$ cat src/rtl/mem_access_arbiter.sv
// Round-robin sequencer sharing one single-port data memory between an
// instruction-fetch port (0) and a load/store port (1).
module mem_access_arbiter #(
  parameter int AW     = 4,
  parameter int DW     = 8,
  parameter int RD_LAT = 1
) (
  input  logic          clk,
  input  logic          rst,
  input  logic          req0,
  input  logic          we0,
  input  logic [AW-1:0] addr0,
  input  logic [DW-1:0] wdata0,
  output logic          gnt0,
  output logic          done0,
  output logic [DW-1:0] rdata0,
  input  logic          req1,
  input  logic          we1,
  input  logic [AW-1:0] addr1,
  input  logic [DW-1:0] wdata1,
  output logic          gnt1,
  output logic          done1,
  output logic [DW-1:0] rdata1,
  output logic [AW-1:0] mem_addr,
  output logic [DW-1:0] mem_wdata,
  output logic          mem_we,
  input  logic [DW-1:0] mem_rdata,
  output logic          busy
);

  localparam int CW = 2;

  typedef enum logic [1:0] {IDLE, ISSUE, WAIT, RESP} state_t;

  state_t          state_r, state_s;
  logic            last_gnt_r, last_gnt_s;
  logic            win_r, win_s;
  logic            cmd_we_r, cmd_we_s;
  logic [CW-1:0]   cnt_r, cnt_s;
  logic            mem_we_r, mem_we_s;
  logic [AW-1:0]   mem_addr_r, mem_addr_s;
  logic [DW-1:0]   mem_wdata_r, mem_wdata_s;
  logic            gnt0_r, gnt0_s, gnt1_r, gnt1_s;
  logic            done0_r, done0_s, done1_r, done1_s;
  logic [DW-1:0]   rdata0_r, rdata0_s, rdata1_r, rdata1_s;
  logic            busy_r, busy_s;
  logic            pick_s;

  // Next-state and next-output logic; every output is registered from these.
  always_comb begin
    state_s     = state_r;
    last_gnt_s  = last_gnt_r;
    win_s       = win_r;
    cmd_we_s    = cmd_we_r;
    cnt_s       = cnt_r;
    mem_we_s    = 1'b0;
    mem_addr_s  = mem_addr_r;
    mem_wdata_s = mem_wdata_r;
    gnt0_s      = 1'b0;
    gnt1_s      = 1'b0;
    done0_s     = 1'b0;
    done1_s     = 1'b0;
    rdata0_s    = rdata0_r;
    rdata1_s    = rdata1_r;
    pick_s      = 1'b0;
    case (state_r)
      IDLE: begin
        if (req0 || req1) begin
          // On a tie the port that did not win last time goes next.
          pick_s      = (req0 && req1) ? ~last_gnt_r : req1;
          win_s       = pick_s;
          last_gnt_s  = pick_s;
          cmd_we_s    = pick_s ? we1 : we0;
          mem_we_s    = pick_s ? we1 : we0;
          mem_addr_s  = pick_s ? addr1 : addr0;
          mem_wdata_s = pick_s ? wdata1 : wdata0;
          gnt0_s      = ~pick_s;
          gnt1_s      = pick_s;
          state_s     = ISSUE;
        end else begin
          state_s = IDLE;
        end
      end
      ISSUE: begin
        if (cmd_we_r) begin
          done0_s = ~win_r;
          done1_s = win_r;
          state_s = RESP;
        end else begin
          cnt_s   = CW'(RD_LAT);
          state_s = WAIT;
        end
      end
      WAIT: begin
        if (cnt_r == 2'd1) begin
          if (win_r) begin
            rdata1_s = mem_rdata;
          end else begin
            rdata0_s = mem_rdata;
          end
          done0_s = ~win_r;
          done1_s = win_r;
          cnt_s   = 2'd0;
          state_s = RESP;
        end else begin
          cnt_s = cnt_r - 2'd1;
        end
      end
      RESP: begin
        state_s = IDLE;
      end
      default: begin
        state_s = IDLE;
      end
    endcase
    busy_s = (state_s != IDLE);
  end

  // State and output registers.
  always_ff @(posedge clk) begin
    if (rst) begin
      state_r     <= IDLE;
      last_gnt_r  <= 1'b1;
      win_r       <= 1'b0;
      cmd_we_r    <= 1'b0;
      cnt_r       <= 2'd0;
      mem_we_r    <= 1'b0;
      mem_addr_r  <= '0;
      mem_wdata_r <= '0;
      gnt0_r      <= 1'b0;
      gnt1_r      <= 1'b0;
      done0_r     <= 1'b0;
      done1_r     <= 1'b0;
      rdata0_r    <= '0;
      rdata1_r    <= '0;
      busy_r      <= 1'b0;
    end else begin
      state_r     <= state_s;
      last_gnt_r  <= last_gnt_s;
      win_r       <= win_s;
      cmd_we_r    <= cmd_we_s;
      cnt_r       <= cnt_s;
      mem_we_r    <= mem_we_s;
      mem_addr_r  <= mem_addr_s;
      mem_wdata_r <= mem_wdata_s;
      gnt0_r      <= gnt0_s;
      gnt1_r      <= gnt1_s;
      done0_r     <= done0_s;
      done1_r     <= done1_s;
      rdata0_r    <= rdata0_s;
      rdata1_r    <= rdata1_s;
      busy_r      <= busy_s;
    end
  end

  assign gnt0      = gnt0_r;
  assign gnt1      = gnt1_r;
  assign done0     = done0_r;
  assign done1     = done1_r;
  assign rdata0    = rdata0_r;
  assign rdata1    = rdata1_r;
  assign mem_addr  = mem_addr_r;
  assign mem_wdata = mem_wdata_r;
  assign mem_we    = mem_we_r;
  assign busy      = busy_r;

endmodule
$ cat config.mk
export PLATFORM = sky130hd
export DESIGN_NAME = mem_access_arbiter
export DESIGN_NICKNAME = d
export VERILOG_FILES = /design/src/rtl/mem_access_arbiter.sv
export SDC_FILE = /design/constraint.sdc
export NUM_CORES = 1
export LEC_CHECK = 0
export BUFFER_PORTS_ARGS = -buffer_cell sky130_fd_sc_hd__buf_2
export CAP_MARGIN = 0
export CORE_MARGIN = 2
export CORE_UTILIZATION = 51
export CTS_CLUSTER_SIZE = 25
export DETAILED_ROUTE_END_ITERATION = 10
export PLACE_DENSITY = 0.92
export SETUP_SLACK_MARGIN = 0.3
export SLEW_MARGIN = 20
export SYNTH_ARGS = -nofsm -noshare
export SYNTH_HDL_FRONTEND = slang
export SYNTH_SLANG_ARGS = --single-unit
$ cat constraint.sdc
create_clock -name clk -period 2.9 [get_ports clk]
set_input_delay 0.145 -clock clk [delete_from_list [all_inputs] [get_ports clk]]
set_output_delay 0.145 -clock clk [all_outputs]
set_load 0.05 [all_outputs]
Yosys cells after proc, flatten, opt, wreduce, memory -nomap -nowiden:

Index checks and enable logic that the tools add are counted.

* bits in registers: 41
* input port bits: 38

* add/subtract/negate cells: 1
* equal/unequal tests: 5
* muxes and demuxes: 17
* bitwise operators: 5
* reductions and logical operators: 10

Operators by type and width (count)
* $mux W1: 8
* $mux W8: 1
* $pmux W2 S4: 1
* $mux W2: 3
* $reduce_and A3 Y1: 2
* $not A1 Y1: 5
* $eq A2 B1 Y1 const B: 2
* $eq A2 B2 Y1 const B: 2
* $mux W4: 1
* $pmux W1 S2: 2
* $pmux W2 S2: 1
* $reduce_and A2 Y1: 2
* $reduce_bool A2 Y1: 2
* $reduce_or A3 Y1: 1
* $logic_not A2 Y1: 1
* $ne A2 B2 Y1 const B: 1
* $sub A2 B1 Y2 const B: 1
* $logic_and A1 B1 Y1: 1
* $logic_or A1 B1 Y1: 1

Depth between registers and ports, before layout:

Gate-level depths: netlist of run 1.

* depth in word-level cells: 4
* gate-level depth with buffers: 7
* depth with buffers taken out: 5

Worst setup path after synthesis of run 1:

No wires, ideal clock.

* kind: reg-to-reg
* start point: reg state_r[0]
* end point: reg rdata0_r[1] (netlist: rdata0[1])
* setup time: 0.129 ns
* data arrival time: 1.252 ns
* setup slack: 1.519 ns
* cell stages (with the launch flop): 8
* period minus slack after synthesis: 1.381 ns
* path through: dfxtp_1 -> inv_1 -> ha_1 -> buf_2 -> nand3b_1 -> buf_2 -> mux2i_1 -> nor2_1

* word-level cells in the longest chain between the ends: 2

RTL lines
* start, declared: line 35 `state_t state_r, state_s;`
* start signal, assigned: line 138 `state_r <= state_s;`
* $eq A2 B2 Y1: line 66 `case (state_r)`
* $reduce_and A3 Y1 (no source line)
* end signal, assigned: line 150 `rdata0_r <= rdata0_s;`
* end, declared: line 45 `logic [DW-1:0] rdata0_r, rdata0_s, rdata1_r, rdata1_s;`

Every way passes these cells.
A chain may end at the register's enable or synchronous reset.

Worst setup path after layout of run 1:

* start point: reg state_r[0]
* end point: reg rdata0_r[6] (netlist: rdata0[6])

The elaborated chain is that of the path after synthesis.

==> results of run 1 <==
## state kept, by name (all words and copies together), names as in the netlist
| signal | count |
|---|---|
| mem_addr | 4 |
| rdata1 | 8 |
| mem_wdata | 8 |
| last_gnt_r | 1 |
| mem_we | 1 |
| state_r | 2 |
| done0 | 1 |
| cmd_we_r | 1 |
| gnt0 | 1 |
| win_r | 1 |
| busy | 1 |
| done1 | 1 |
| gnt1 | 1 |
| cnt_r | 2 |
| rdata0 | 8 |
## critical path: cells and delay by family, from the launching register on
family | cells | cell delay [ns]
simple gates | 2 | 0.49
flops | 1 | 0.34
fa+ha+maj | 1 | 0.32
buf+inv | 1 | 0.10
mux | 1 | 0.29
## worst paths after layout
path                  end  slack [ns]  cells past startpoint
min          mem_wdata[1]        0.03                      3
min reg2reg      cnt_r[1]        0.50                      2
max reg2reg     rdata0[6]        1.24                      5
max             rdata0[6]        1.24                      5
## cell type report
type,instances,area [µm²]
timing repair buffer,71,355
clock buffer,5,37.5
sequential,41,821
fill,298,1140
multi-input combinational,121,840
clock inverter,3,46.3
tap,46,57.6
inverter,4,15.0
## cell usage in the layout (no fill, tap or decap), drive strengths merged, types with 2 or more instances in the layout
cell | netlist | routed
a21oi | 16 | 16
buf | 7 | 71
mux2i | 18 | 18
ha | 5 | 5
nor3 | 3 | 3
a211oi | 13 | 13
or2 | 2 | 2
nand3 | 2 | 2
nand2 | 13 | 13
dfxtp | 41 | 41
clkbuf | 3 | 5
nor2 | 33 | 33
a221oi | 2 | 2
inv | 4 | 4
o21ai | 4 | 4
## logic make-up (layout without fill, tap and decap cells)
group / after synthesis / in the layout
DFF: 41 / 41
muxes: 18 / 18
adders and majority gates: 5 / 5
AOI/OAI and AO/OA: 40 / 40
buffers and inverters: 14 / 83
and+or+nand+nor: 58 / 58
## power groups by stage
stage	Sequential (mW)	Combinational, mW	Clock, mW
floorplan	1.04	0.460	0
global placement	0.752	0.885	0
detailed placement	0.756	0.902	0
CTS	0.744	0.905	0.381
global route	0.760	0.982	0.408
finish	0.744	0.900	0.377
## layer usage
| layer | wire (µm) | vias up |
|---|---|---|
| li1 | - | 744 |
| met1 | 1520 | 708 |
| met2 | 1820 | 34 |
| met3 | 124 | 12 |
| met4 | 91 | 0 |
| met5 | 0 | - |
==> key figures, run 1 <==
Status
  – Outcome: finished clean

STA
  – Max_slew headroom: 44.5%
  – Max Freq: 0.604 GHz
  – Hold slack: 0.0280 ns
  – Period utilisation layout: 57.1%
  – Setup ws final: 1.24 ns
  – Min Clock Period, post-route: 1.66 ns
  – Unrepaired setup endpoints after global routing: false
  – Transition time at the pin with the least slew margin: 0.833 ns
  – Clock tree skew after final layout: 0.0102 ns
  – Total Neg Setup Slack: 0 ns
  – Fin. Hold Viols: 0
  – Setup violators final: 0
  – Number of pins exceeding their max-slew limit in the final report: 0

Setup path
  – Setup crit start kind: flop
  – Category of the worst setup path capture point: flop
  – Launch point of the worst path: state_r[0]
  – Delay of the slowest critical-path stage: 0.44 ns
  – Top fanout value on the critical path: 8
  – CP Class: flop to flop
  – Worst Path Arrival: 1.88 ns
  – Slowest cell on the critical path: sky130_fd_sc_hd__nand3b_1
  – Launch point of the worst reg-to-reg path: state_r[0]
  – Data required time of the critical path: 3.13 ns
  – CP Cell Sequence: inv_1 -> ha_1 -> nand3b_1 -> mux2i_1 -> nor2_1

Pwr
  – Leak pwr: 1.11 nW
  – Seq pwr share: 36.8%
  – VDD IR-drop max: 0.491 mV
  – Switching power of the nets: 0.884 mW
  – Switching part of the total power: 43.7%
  – Total power after layout: 2.02 mW
  – Internal power consumption: 1.14 mW
  – Pwr/cell area: 931 nW/µm²
  – Share of total power in combinational logic: 44.5%
  – Clock Power Share: 18.7%

Yosys
  – Post-synthesis compound-gate area fraction: 19.8%
  – Synthesized-area fraction occupied by xor and xnor cells: 0%
  – Leading cell type by number of instances after synthesis: sky130_fd_sc_hd__dfxtp_1
  – Top post-synthesis cells by count: sky130_fd_sc_hd__dfxtp_1 (41), sky130_fd_sc_hd__nor2_1 (33), sky130_fd_sc_hd__mux2i_1 (18), sky130_fd_sc_hd__nand2_1 (13), sky130_fd_sc_hd__a211oi_2 (9)
  – Area of the mapped netlist: 1740 µm²
  – Synthesized area per cell: 9.90 µm²
  – Synthesized instance count: 176
  – Synth Area in Simple Gates: 14.4%
  – Largest cells by area after synthesis: sky130_fd_sc_hd__dfxtp_1 (47%), sky130_fd_sc_hd__mux2i_1 (10%), sky130_fd_sc_hd__nor2_1 (7.1%)
  – Number of flops mapped to enable cells by yosys: 0
  – Number of synthesized register bits: 41
  – Yosys warnings: 0
  – Largest area contributor in the synthesized netlist: sky130_fd_sc_hd__dfxtp_1
  – Dominant combinational cell family by area after synthesis: compound AO/OA/AOI/OAI gates
  – Area share of fa/ha/maj cells after synthesis: 3.59%
  – Yosys top cell area share: 47.1%
  – Multiplexer share of the synthesized area: 10.3%
  – Fraction of registers with async set/reset: 0%
  – Post-synthesis sequential area ratio: 47.1%
  – Cell variety after synth: 33
  – Post-Synthesis Net Count: 219
  – Top FF cell, synth: sky130_fd_sc_hd__dfxtp_1

Drt
  – Vias per std cell: 5.15
  – Vias after detailed routing: 1498
  – Total DRC errors in the routed layout: 0
  – First-pass detailed-route iteration total: 4
  – Detailed Route Iter0 Violations: 45
  – Wire length after detailed routing: 3560 µm
  – Count of nets left with antenna violations after detail routing: 0
  – Post-detailed-route wirelength per cell: 12.2 µm

Floorplanning
  – Die Outline Area: 3900 µm²
  – Height of the die: 62.5 µm
  – Rows: 21
  – Initial Util: 52.6%
  – Area of the placeable core: 3310 µm²
  – Width of the die: 62.5 µm
  – I/O pin count: 72

Place
  – Placement-stage worst setup slack: 1.24 ns
  – Instance count after placement with tap cells included: 283
  – Placer Congestion: 0.742
  – I/O Buffers: 71
  – Estimated wirelength of the detail-placed design: 2550 µm
  – Placed standard-cell area: 2090 µm²

Clocking
  – CTS HTree Levels: 2
  – Latest clock arrival within the worst-skew pair: 0.35 ns
  – Total clock buffers created by CTS: 5
  – CTS sink count: 41
  – Hold Buf Count CTS: 0
  – Number of resized instances in the post-cts repair step: 0
  – Clock tree from TritonCTS: done
  – Clock transition time at the flip-flop clock pins of the worst setup and hold paths: 0.13 ns
  – Root buf cell: sky130_fd_sc_hd__clkbuf_4
  – Setup bufs post-CTS: 0
  – Clock Path Buffers: 2

Finish
  – Layout Area Growth over Synthesis: 24.6%
  – Non-filler cells in the finished layout: 291
  – Number of nets in the final layout: 287
  – Share of the core filled with cells in the final layout: 65.6%
  – Fraction of layout cells with a size suffix above 1: 41.6%
  – Number of antenna diodes: 0
  – Final instance area: 2170 µm²

Hold path
  – Source of the worst hold timing path: wdata0[1]
  – Min-Delay Path Class: input pin to flop

GRT
  – Global-route wire length before repair: 6060 µm
  – Number of antenna violations at the first check in global routing: 0
  – Met2 demand-to-capacity share in global routing: 33.7%
  – Global Route Usage Sum: 19.2%
  – Overflow left after global routing: 0
  – Met3 track utilization from global routing: 3.96%
  – Most congested layer reported by global routing: met2
  – Vias in the first global route: 1444
  – Pin count of the biggest net entering global routing: 39
  – Fraction of met1 tracks used by global routing: 21.7%

Run
  – Number of max-capacitance violations reported: 0
(Power assumes the default switching activity.)
==> run 2, diff against run 1 <==
CORE_UTILIZATION = 42   (was 51)
PLACE_DENSITY = 0.82   (was 0.92)
clock period = 1.3 ns   (was 2.9 ns; I/O delays follow)
==> key figures, run 2 (synthesis gave the netlist of run 1 again) <==
Floorplanning
  – Area of the placeable core: 4000 µm² (was 3310 µm²)
  – Initial Util: 43.6% (was 52.6%)
  – I/O pin count: 72 (unchanged)
  – Die Outline Area: 4680 µm² (was 3900 µm²)
  – Height of the die: 68.4 µm (was 62.5 µm)
  – Rows: 23 (was 21)
  – Width of the die: 68.4 µm (was 62.5 µm)

Run
  – Number of max-capacitance violations reported: 0 (unchanged)

Drt
  – Count of nets left with antenna violations after detail routing: 0 (unchanged)
  – First-pass detailed-route iteration total: 4 (unchanged)
  – Wire length after detailed routing: 4450 µm (was 3560 µm)
  – Vias after detailed routing: 1607 (was 1498)
  – Total DRC errors in the routed layout: 0 (unchanged)
  – Vias per std cell: 5.12 (was 5.15)
  – Detailed Route Iter0 Violations: 54 (was 45)
  – Post-detailed-route wirelength per cell: 14.2 µm (was 12.2 µm)

STA
  – Setup violators final: 0 (unchanged)
  – Setup ws final: 0.00416 ns (was 1.24 ns)
  – Clock tree skew after final layout: 0.00700 ns (was 0.0102 ns)
  – Max_slew headroom: 70.4% (was 44.5%)
  – Unrepaired setup endpoints after global routing: true (was false)
  – Fin. Hold Viols: 0 (unchanged)
  – Number of pins exceeding their max-slew limit in the final report: 0 (unchanged)
  – Transition time at the pin with the least slew margin: 0.443 ns (was 0.833 ns)
  – Max Freq: 0.772 GHz (was 0.604 GHz)
  – Period utilisation layout: 99.7% (was 57.1%)
  – Min Clock Period, post-route: 1.30 ns (was 1.66 ns)

Clocking
  – Hold Buf Count CTS: 0 (unchanged)
  – Clock transition time at the flip-flop clock pins of the worst setup and hold paths: 0.08 ns (was 0.13 ns)
  – Clock tree from TritonCTS: done (unchanged)
  – Total clock buffers created by CTS: 5 (unchanged)
  – CTS HTree Levels: 2 (unchanged)
  – Root buf cell: sky130_fd_sc_hd__clkbuf_8 (was sky130_fd_sc_hd__clkbuf_4)
  – CTS sink count: 41 (unchanged)
  – Clock Path Buffers: 2 (unchanged)
  – Latest clock arrival within the worst-skew pair: 0.29 ns (was 0.35 ns)

Setup path
  – Reg2Reg Setup Slack: 0.004 ns (was 1.24 ns)
  – CP Class: flop to flop (unchanged)
  – Delay of the slowest critical-path stage: 0.37 ns (was 0.44 ns)
  – Top fanout value on the critical path: 8 (unchanged)
  – Setup crit start kind: flop (unchanged)
  – Category of the worst setup path capture point: flop (unchanged)
  – Worst Path Arrival: 1.46 ns (was 1.88 ns)
  – Destination of the worst register-to-register timing path: rdata0[6] (unchanged)
  – Slowest cell on the critical path: sky130_fd_sc_hd__dfxtp_4 (was sky130_fd_sc_hd__nand3b_1)
  – Data required time of the critical path: 1.47 ns (was 3.13 ns)
  – Cell count of the worst reg-to-reg path: 6 (was 5)
  – Launch point of the worst path: state_r[0] (unchanged)
  – Launch point of the worst reg-to-reg path: state_r[0] (unchanged)
  – CP Cell Sequence: inv_4 -> ha_4 -> nand3b_1 -> buf_12 -> mux2i_1 -> nor2_1 (was inv_1 -> ha_1 -> nand3b_1 -> mux2i_1 -> nor2_1)

GRT
  – Number of antenna violations at the first check in global routing: 0 (unchanged)
  – Vias in the first global route: 1515 (was 1444)
  – Global Route Usage Sum: 19.8% (was 19.2%)
  – Pin count of the biggest net entering global routing: 21 (was 39)
  – Overflow left after global routing: 0 (unchanged)
  – Global-route wire length before repair: 6840 µm (was 6060 µm)

Place
  – Placer Congestion: 0.745 (was 0.742)
  – Placed standard-cell area: 2240 µm² (was 2090 µm²)
  – Estimated wirelength of the detail-placed design: 2820 µm (was 2550 µm)
  – Placement-stage worst setup slack: -0.00978 ns (was 1.24 ns)
  – I/O Buffers: 71 (unchanged)

Finish
  – Most common library cell in the layout ignoring fill and taps: sky130_fd_sc_hd__buf_2 (unchanged)
  – Fraction of layout cells with a size suffix above 1: 55.3% (was 41.6%)
  – Number of antenna diodes: 0 (unchanged)
  – Layout Area Growth over Synthesis: 49.7% (was 24.6%)
  – Commonest non-fill, non-tap cells in the layout: sky130_fd_sc_hd__buf_2 (61), sky130_fd_sc_hd__dfxtp_1 (39), sky130_fd_sc_hd__nor2_1 (31) (was sky130_fd_sc_hd__buf_2 (71), sky130_fd_sc_hd__dfxtp_1 (41), sky130_fd_sc_hd__nor2_1 (33))
  – Number of nets in the final layout: 306 (was 287)
  – Final instance area: 2610 µm² (was 2170 µm²)

Pwr
  – Leak pwr: 1.24 nW (was 1.11 nW)
  – Pwr/cell area: 2120 nW/µm² (was 931 nW/µm²)
  – VDD IR-drop max: 1.24 mV (was 0.491 mV)

Status
  – Outcome: finished clean (unchanged)

Hold path
  – Source of the worst hold timing path: mem_rdata[1] (was wdata0[1])
  – Depth of the worst hold-timing path: 3 (unchanged)
  – End point of the worst hold path: rdata0[1] (was mem_wdata[1])
  – Min-Delay Path Class: input pin to flop (unchanged)
## run 2: where the power goes
| part | switching, mW | internal [mW] |
|---|---|---|
| combinational | 1.75 | 1.23 |
| clock | 0.455 | 0.376 |
| sequential | 0.187 | 1.53 |
## run 2: worst max path at each step
stage	end	slack [ns]	depth (start not counted)
6_report	rdata0[6]	0.004	6
5_1_grt	rdata0[6]	-0.03	6
4_1_cts	rdata0[4]	0.04	6
3_5_place_dp	rdata1[6]	-0.01	5
3_3_place_gp	busy	0.04	5
2_1_floorplan	rdata0[1]	0.07	7
## run 2: stage by stage
step                      power, mW  setup TNS (ns)  hold WS [ns]  util (%)  std cells
after global placement         3.91               0         0.313      56.1        296
final                          5.53               0        0.0133      65.2        314
after floorplan                3.47               0         0.129         -        176
after global routing           5.81          -0.113        0.0166      65.2        314
after CTS                      5.33               0       0.00977      63.4        312
after detailed placement       3.96         -0.0116         0.321      56.1        296
## run 2: layout make-up
type	instances	area, µm²
Tap cell	50	62.6
Clock buffer	5	68.8
Timing Repair Buffer	89	581
Multi-Input combinational cell	122	1020
Sequential cell	41	828
Inverter	4	22.5
Clock inverter	3	22.5
Fill cell	307	1390
## run 2: layer usage
metal	vias up	track usage, %	part of all wire (%)
li1	784	-	-
met4	0	11.5	3.0
met3	11	5.26	4.9
met2	50	30.3	48
met1	762	25.0	44
met5	-	0	0
## run 2: what timing repair did
item,4_1_cts,5_1_grt
setup endpoints to repair,39,50
buffers inserted,7,2
pin swaps,20,6
hold endpoints to repair,0,0
resized for setup,30,17
gates cloned,1,0
## run 2: critical path, delay by kind of cell (launching register included)
| family | cells | cell delay (ns) |
|---|---|---|
| simple gates | 2 | 0.20 |
| fa+ha+maj | 1 | 0.18 |
| mux | 1 | 0.22 |
| buf+inv | 2 | 0.20 |
| flops | 1 | 0.37 |
==> run 3, diff against run 2 <==
SETUP_SLACK_MARGIN = default   (was 0.3)
==> key figures, run 3 (synthesis gave the netlist of run 1 again) <==
Drt
  – Post-detailed-route wirelength per cell: 13.9 µm (was 14.2 µm)
  – First-pass detailed-route iteration total: 4 (unchanged)
  – Wire length after detailed routing: 4230 µm (was 4450 µm)
  – Total DRC errors in the routed layout: 0 (unchanged)
  – Count of nets left with antenna violations after detail routing: 0 (unchanged)
  – Detailed Route Iter0 Violations: 73 (was 54)
  – Vias after detailed routing: 1541 (was 1607)
  – Vias per std cell: 5.05 (was 5.12)

Clocking
  – Clock tree from TritonCTS: done (unchanged)
  – Root buf cell: sky130_fd_sc_hd__clkbuf_8 (unchanged)
  – Clock transition time at the flip-flop clock pins of the worst setup and hold paths: 0.08 ns (about the same)
  – CTS HTree Levels: 2 (unchanged)
  – Total clock buffers created by CTS: 5 (unchanged)
  – Clock Path Buffers: 2 (unchanged)
  – Setup bufs post-CTS: 0 (was 7)
  – Latest clock arrival within the worst-skew pair: 0.29 ns (about the same)
  – CTS sink count: 41 (unchanged)

Pwr
  – Switching power of the nets: 2.21 mW (was 2.39 mW)
  – VDD IR-drop max: 1.40 mV (was 1.24 mV)
  – Pwr/cell area: 2120 nW/µm² (about the same)
  – Clock Power Share: 16.1% (was 15.0%)
  – Internal power consumption: 2.94 mW (was 3.15 mW)
  – Seq pwr share: 33.8% (was 31.1%)
  – Leak pwr: 1.20 nW (was 1.24 nW)
  – Switching part of the total power: 42.9% (was 43.2%)
  – Share of total power in combinational logic: 50.1% (was 53.9%)

Place
  – Placement-stage worst setup slack: -0.108 ns (was -0.00978 ns)
  – I/O Buffers: 71 (unchanged)
  – Estimated wirelength of the detail-placed design: 2910 µm (was 2820 µm)
  – Placer Congestion: 0.784 (was 0.745)
  – Instance count after placement with tap cells included: 297 (was 296)

Floorplanning
  – I/O pin count: 72 (unchanged)
  – Area of the placeable core: 4000 µm² (unchanged)
  – Initial Util: 43.6% (unchanged)
  – Rows: 23 (unchanged)
  – Height of the die: 68.4 µm (unchanged)
  – Width of the die: 68.4 µm (unchanged)
  – Die Outline Area: 4680 µm² (unchanged)

STA
  – Total Neg Setup Slack: 0 ns (unchanged)
  – Min Clock Period, post-route: 1.26 ns (was 1.30 ns)
  – Fin. Hold Viols: 0 (unchanged)
  – Unrepaired setup endpoints after global routing: true (unchanged)
  – Transition time at the pin with the least slew margin: 0.343 ns (was 0.443 ns)
  – Setup ws final: 0.0357 ns (was 0.00416 ns)
  – Max Freq: 0.791 GHz (was 0.772 GHz)
  – Number of pins exceeding their max-slew limit in the final report: 0 (unchanged)
  – Max_slew headroom: 77.1% (was 70.4%)
  – Setup violators final: 0 (unchanged)
  – Clock tree skew after final layout: 0.00669 ns (was 0.00700 ns)
  – Period utilisation layout: 97.3% (was 99.7%)

Hold path
  – Depth of the worst hold-timing path: 3 (unchanged)
  – Min-Delay Path Class: input pin to flop (unchanged)

Setup path
  – Worst Path Arrival: 1.45 ns (was 1.46 ns)
  – Category of the worst setup path capture point: flop (unchanged)
  – Gate family responsible for the most delay along the worst path: flip-flops (unchanged)
  – Cell count of the worst reg-to-reg path: 6 (unchanged)
  – Setup crit start kind: flop (unchanged)
  – Number of buffers and inverters on the critical path: 2 (unchanged)
  – Cell count along the critical path: 6 (unchanged)
  – Top fanout value on the critical path: 8 (unchanged)
  – Data required time of the critical path: 1.48 ns (was 1.47 ns)
  – Slowest cell on the critical path: sky130_fd_sc_hd__dfxtp_4 (unchanged)
  – Delay of the slowest critical-path stage: 0.37 ns (about the same)
  – CP Class: flop to flop (unchanged)
  – CP Cell Sequence: inv_4 -> ha_4 -> o21ai_4 -> clkbuf_16 -> a22oi_1 -> nor2_1 (was inv_4 -> ha_4 -> nand3b_1 -> buf_12 -> mux2i_1 -> nor2_1)

GRT
  – Global Route Usage Sum: 18.6% (was 19.8%)
  – Vias in the first global route: 1521 (was 1515)
  – Pin count of the biggest net entering global routing: 17 (was 21)
  – Overflow left after global routing: 0 (unchanged)
  – Global-route wire length before repair: 6560 µm (was 6840 µm)
  – Number of antenna violations at the first check in global routing: 0 (unchanged)

Finish
  – Commonest non-fill, non-tap cells in the layout: sky130_fd_sc_hd__buf_2 (71), sky130_fd_sc_hd__dfxtp_1 (38), sky130_fd_sc_hd__nor2_1 (33) (was sky130_fd_sc_hd__buf_2 (61), sky130_fd_sc_hd__dfxtp_1 (39), sky130_fd_sc_hd__nor2_1 (31))
  – Filler instances: 346 (was 307)
  – Number of antenna diodes: 0 (unchanged)
  – Register area: 830 µm² (was 828 µm²)
  – Total area of multi-input combinational cells: 942 µm² (was 1020 µm²)
  – Layout Area Growth over Synthesis: 39.3% (was 49.7%)
  – Number of nets in the final layout: 298 (was 306)
  – Fraction of layout cells with a size suffix above 1: 49.0% (was 55.3%)
  – Most common library cell in the layout ignoring fill and taps: sky130_fd_sc_hd__buf_2 (unchanged)
  – Non-filler cells in the finished layout: 305 (was 314)

Run
  – Number of max-capacitance violations reported: 0 (unchanged)

Status
  – Outcome: finished clean (unchanged)
[run 3: cell count changes in the layout (fill, tap and decap cells not counted), moves of 2 or more]
cell and change:
sky130_fd_sc_hd__clkinvlp_4 -3, sky130_fd_sc_hd__nor2_2 -2, sky130_fd_sc_hd__a21oi_4 -3, sky130_fd_sc_hd__buf_4 -4, sky130_fd_sc_hd__nor2_1 +2, sky130_fd_sc_hd__buf_6 -4, sky130_fd_sc_hd__a21oi_1 +3, sky130_fd_sc_hd__buf_2 +10
sky130_fd_sc_hd__clkbuf_4 -10
[run 3: final cells by class]
| class | instances | share of cell area (%) |
|---|---|---|
| Timing Repair Buffer | 81 | 20.0 |
| Inverter | 4 | 0.927 |
| Tap cell | 50 | 2.58 |
| Sequential cell | 41 | 34.2 |
| Multi-Input combinational cell | 122 | 38.8 |
| Clock buffer | 7 | 3.55 |
[run 3: worst reg2reg max path, cell delays in order (launching register included)]
cell and delay [ns]:
sky130_fd_sc_hd__dfxtp_4 0.37, sky130_fd_sc_hd__inv_4 0.08, sky130_fd_sc_hd__ha_4 0.20, sky130_fd_sc_hd__o21ai_4 0.10, sky130_fd_sc_hd__clkbuf_16 0.18, sky130_fd_sc_hd__a22oi_1 0.18
sky130_fd_sc_hd__nor2_1 0.06
[run 3: what timing repair did]
action | in CTS | in global routing
endpoints found under the setup margin | 33 | 29
hold buffers | 0 | 0
resized for setup | 9 | 17
cloned | 0 | 2
pin swaps | 3 | 7
[run 3: worst paths after layout]
check        startpoint           end  slack (ns)
max          state_r[1]         win_r        0.04
min reg2reg    cnt_r[1]      cnt_r[1]        0.49
min           wdata0[1]  mem_wdata[1]        0.02
max reg2reg  state_r[1]         win_r        0.04
[run 3: power by group through the flow]
stage | logic, mW | clock network [mW] | registers [mW]
3_5_place_dp | 2.21 | 0 | 1.70
5_1_grt | 2.77 | 0.893 | 1.77
4_1_cts | 2.28 | 0.842 | 1.69
3_3_place_gp | 2.15 | 0 | 1.69
2_1_floorplan | 1.04 | 0 | 2.32
6_report | 2.58 | 0.829 | 1.74
[run 3: layer usage]
metal	vias up	share of wire [%]	GRT usage, %
li1	767	-	-
met1	723	45	22.3
met2	45	49	32.6
met3	6	4.1	3.45
met4	0	1.7	7.00
met5	-	0	0
[run 3: metrics by stage]
stage / hold WS [ns] / area [µm²] / power, mW / utilization, %
final: 0.0180 / 2430 / 5.14 / 60.7
after global routing: 0.0308 / 2430 / 5.43 / 60.7
after CTS: 0.0237 / 2320 / 4.82 / 58.1
after detailed placement: 0.320 / 2210 / 3.91 / 55.1
after global placement: 0.311 / 2210 / 3.85 / 55.1
after floorplan: 0.159 / 1750 / 3.36 / -
